`src/rtl/jtag_ir.sv`:
```
// JTAG instruction register: captures, shifts and latches the instruction and decodes DR selects.
// Optional build macro JTAG_IR_CAPTURE_STATUS_EN adds a status input loaded into the upper capture bits.
module jtag_ir #(
  parameter int                     IR_WIDTH  = 4,
  parameter logic [IR_WIDTH-1:0]    OP_EXTEST = 4'b0000,
  parameter logic [IR_WIDTH-1:0]    OP_SAMPLE = 4'b0001,
  parameter logic [IR_WIDTH-1:0]    OP_IDCODE = 4'b0010,
  parameter logic [IR_WIDTH-1:0]    OP_BYPASS = 4'b1111
) (
  input  logic                TCK,
  input  logic                TRST,
  input  logic                tap_reset,
  input  logic                ir_capture,
  input  logic                ir_shift,
  input  logic                ir_update,
  input  logic                TDI,
`ifdef JTAG_IR_CAPTURE_STATUS_EN
  input  logic [IR_WIDTH-3:0] status,
`endif
  output logic                ir_tdo,
  output logic                ir_tdo_en,
  output logic [IR_WIDTH-1:0] instr,
  output logic                sel_bypass,
  output logic                sel_idcode,
  output logic                sel_bsr,
  output logic                extest_mode
);

  logic [IR_WIDTH-1:0] shift_q, shift_d;
  logic [IR_WIDTH-1:0] instr_q, instr_d;
  logic [IR_WIDTH-1:0] capture_val;

  // The two LSBs of the captured pattern are fixed at 01 so a scan can verify IR continuity.
`ifdef JTAG_IR_CAPTURE_STATUS_EN
  assign capture_val = {status, 2'b01};
`else
  assign capture_val = {{(IR_WIDTH-2){1'b0}}, 2'b01};
`endif

  always_comb begin
    shift_d = shift_q;
    instr_d = instr_q;
    if (tap_reset) begin
      shift_d = '0;
      instr_d = OP_IDCODE;
    end else if (ir_capture) begin
      shift_d = capture_val;
    end else if (ir_shift) begin
      shift_d = {TDI, shift_q[IR_WIDTH-1:1]};
    end else if (ir_update) begin
      instr_d = shift_q;
    end
  end

  always_ff @(posedge TCK or posedge TRST) begin
    if (TRST) begin
      shift_q <= '0;
      instr_q <= OP_IDCODE;
    end else begin
      shift_q <= shift_d;
      instr_q <= instr_d;
    end
  end

  assign ir_tdo    = shift_q[0];
  assign ir_tdo_en = ir_shift;
  assign instr     = instr_q;

  // Undefined opcodes fall through to BYPASS so exactly one select is always active.
  always_comb begin
    sel_bypass  = 1'b0;
    sel_idcode  = 1'b0;
    sel_bsr     = 1'b0;
    extest_mode = 1'b0;
    if (instr_q == OP_EXTEST) begin
      sel_bsr     = 1'b1;
      extest_mode = 1'b1;
    end else if (instr_q == OP_SAMPLE) begin
      sel_bsr     = 1'b1;
    end else if (instr_q == OP_IDCODE) begin
      sel_idcode  = 1'b1;
    end else begin
      sel_bypass  = 1'b1;
    end
  end

endmodule

```
`config.mk`:
```
export PLATFORM = sky130hd
export DESIGN_NAME = jtag_ir
export DESIGN_NICKNAME = d
export VERILOG_FILES = /design/src/rtl/jtag_ir.sv
export SDC_FILE = /design/constraint.sdc
export NUM_CORES = 1
export LEC_CHECK = 0
export ABC_AREA = 1
export BUFFER_PORTS_ARGS = -buffer_cell sky130_fd_sc_hd__buf_2
export CAP_MARGIN = 20
export CORE_AREA = 2 2 39 41
export CTS_BUF_LIST = sky130_fd_sc_hd__clkbuf_8 sky130_fd_sc_hd__clkbuf_16
export CTS_CLUSTER_SIZE = 8
export DETAILED_ROUTE_END_ITERATION = 12
export DIE_AREA = 0 0 41 43
export SYNTH_ARGS = -nofsm -noshare
export SYNTH_HDL_FRONTEND = slang
export SYNTH_SLANG_ARGS = --single-unit
```
`constraint.sdc`:
```
create_clock -name TCK -period 1.1 [get_ports TCK]
set_clock_uncertainty 0.15 [all_clocks]
set_input_delay 0.22 -clock TCK [delete_from_list [all_inputs] [get_ports TCK]]
set_output_delay 0.22 -clock TCK [all_outputs]
set_load 0.02 [all_outputs]
```
==> out/results.ini <==
[detailed_routing]
routed_wl_um=934
drc_errors=0
ant_nets=0
first_pass_iters=3
viasPerCell=4.43
vias=408
routedWlPerCell_um=10.2
drtIter0Drc=5

[setup_path]
cpMostUsedCell=nor2_4
start_kind=register
r2r_slack_ns=0.06
r2r_end=instr[2]$_DFFE_PP0P_
crit_path_start=instr[1]$_DFFE_PP1P_
path_class=register to output pin
worstPathArrival_ns=1.15
r2r_start=instr[2]$_DFFE_PP0P_
cp_slowest_cell=dfstp_2
path_max_fanout=4
r2r_cells=4
cp-endpoint=sel_bypass
critical-path-max-stage-delay_ns=0.59
cp.required_ns=0.73
end_kind=output pin
path_cells=inv_2 > nor2_4 > nor2_4 > buf_6

[timing]
relSlewSlack_pct=76.7
setup_violations=9
max_freq_ghz=0.656
finalCritPeriodShare_pct=139
finalSetupTns_ns=-2.35
fin_ws_ns=-0.424
hold_viol=0
rsz0062_at_grt=true
period_needed_ns=1.52
maxSlewViolCount=0
tightest_slew_ns=0.348

[placed_design]
port_buffers=16
hpwlAfterDp_um=694
gp_congestion=0.667
place_inst=84

[logic_synthesis]
async_flop_share_pct=100
yosysMostFrequentCell=nand2_1
yosys_warnings=0
synth_edf_count=0
synthTopCellsByArea=dfrtp_1, nand2_1, nand3_1
yosysUniqueCellTypes=13
avgSynthCellArea_um2=8.09
syn_area_um2=397
yosysSeqAreaShare_pct=50.8
synth_top_cell_area_share_pct=44.2
synthesis.nets=56
syn_inst=49
ys_ff_latch=8
synth_ff_type=dfrtp_1
synth_top_area_cell=dfrtp_1
synthTopCellsByCount=nand2_1, dfrtp_1, nand3_1, nor2_1, inv_1

[global_route]
grt_pass1_vias=374
grt_max_degree=9
grtUsageTotal_pct=12.5
antenna_found_initial=0
overflow=0
grt_pass1_wl_mm=1.44

[finish]
multi_input_comb_area_um2=204
stdcell_count=92
nets=84
fill_cells=133
ff_latch_area_um2=204
drive_gt1_share_pct=51.3
diodes=0
area_delta_synth_final_pct=76.3

[clock_tree]
cts_tree=done
cts.clk_slew.worst_paths_ns=0.04
root_buffer=clkbuf_8
cts_inserted_buffers=3
h-tree-depth=1
clock_sinks=8
max-clock-path-buffers=2
clkLatencyLatePin_ns=0.23

[die]
die_h_um=43
pin_count=17
die_area_um2=1760
coreArea_um2=1380
num_rows=14
die_w_um=41
start_util_pct=28.7

[job]
maxCapViolations=0

[run_status]
status=complete, but fails checks
failed_checks=setup timing

[hold_path]
hold_path.class=input port to register

[power]
p_total_mw=0.806
pwr_density_cell_nw_per_um2=1150
p_leak_nw=0.358
peakVddDrop_v=0.000789

## how the worst min path moves through the flow
stage                         start                endpoint  cells past startpoint
after floorplan                TRST    instr[0]$_DFFE_PP0P_                      1
after global placement         TRST  shift_q[2]$_DFFE_PP0P_                      2
after detailed placement       TRST  shift_q[2]$_DFFE_PP0P_                      2
after CTS                 tap_reset  shift_q[0]$_DFFE_PP0P_                      2
after global routing            TDI  shift_q[3]$_DFFE_PP0P_                      3
final                     tap_reset  shift_q[0]$_DFFE_PP0P_                      2
## critical path, delay by kind of cell, from the launching register on
kind,cells,cell delay [ns]
flip-flops,1,0.59
buffers and inverters,2,0.19
AND/OR/NAND/NOR,2,0.16
## cell families after synthesis
kind of cell / after synthesis / synth area share [%]
AND/OR/NAND/NOR: 30 / 36.6
buffers and inverters: 7 / 7.57
AO/OA/AOI/OAI: 4 / 5.04
flip-flops: 8 / 50.8
## per-layer routing
metal,share of wire [%],global-route usage [%],vias up
met5,0,0,-
met4,0.64,8.00,0
li1,-,-,216
met2,53,20.0,14
met1,42,13.6,176
met3,4.4,3.14,2
## stage by stage
| stage | worst slack [ns] | hold slack (ns) | utilization [%] | area, um^2 |
|---|---|---|---|---|
| after floorplan | -0.232 | -0.115 | - | 428 |
| after global placement | -0.199 | 0.0319 | 39.8 | 551 |
| after detailed placement | -0.230 | 0.0317 | 39.8 | 551 |
| after CTS | -0.448 | 0.0625 | 49.1 | 679 |
| after global routing | -0.482 | 0.0883 | 50.5 | 699 |
| final | -0.424 | 0.0658 | 50.5 | 699 |
## cell usage in the layout, fill, tap and decap left out, drive strengths merged, types with 3 or more instances in the layout
cell type,Yosys,final
dfrtp,7,7
a21oi,3,3
buf,1,23
inv,6,7
nand2,12,12
nand3,7,7
nor2,6,6
clkbuf,0,3
nand4,4,4
## final cells by class
cell class	count	share of cell area (%)
well taps	16	2.86
inverters	6	3.22
repair buffers	24	29.2
multi-input cells	34	29.2
clock inverters	1	0.537
clock buffers	3	5.90
flip-flops and latches	8	29.2
## power breakdown
group,internal [mW],switching [mW]
logic,0.0600,0.0772
clock network,0.242,0.116
registers,0.304,0.00769
total,0.606,0.201
## registers in the layout, indices dropped and copies added (netlist names)
name     count
instr        4
shift_q      4
## timing repair
| action | 4_1_cts | 5_1_grt |
|---|---|---|
| gates resized for setup | 19 | 3 |
| hold buffers | 1 | 0 |
| buffers inserted | 2 | 1 |
| setup endpoints to repair | 9 | 10 |
| hold endpoints to repair | 7 | 0 |
| pin swaps | 1 | 2 |
No activity file was read; power rests on OpenSTA's default activity.
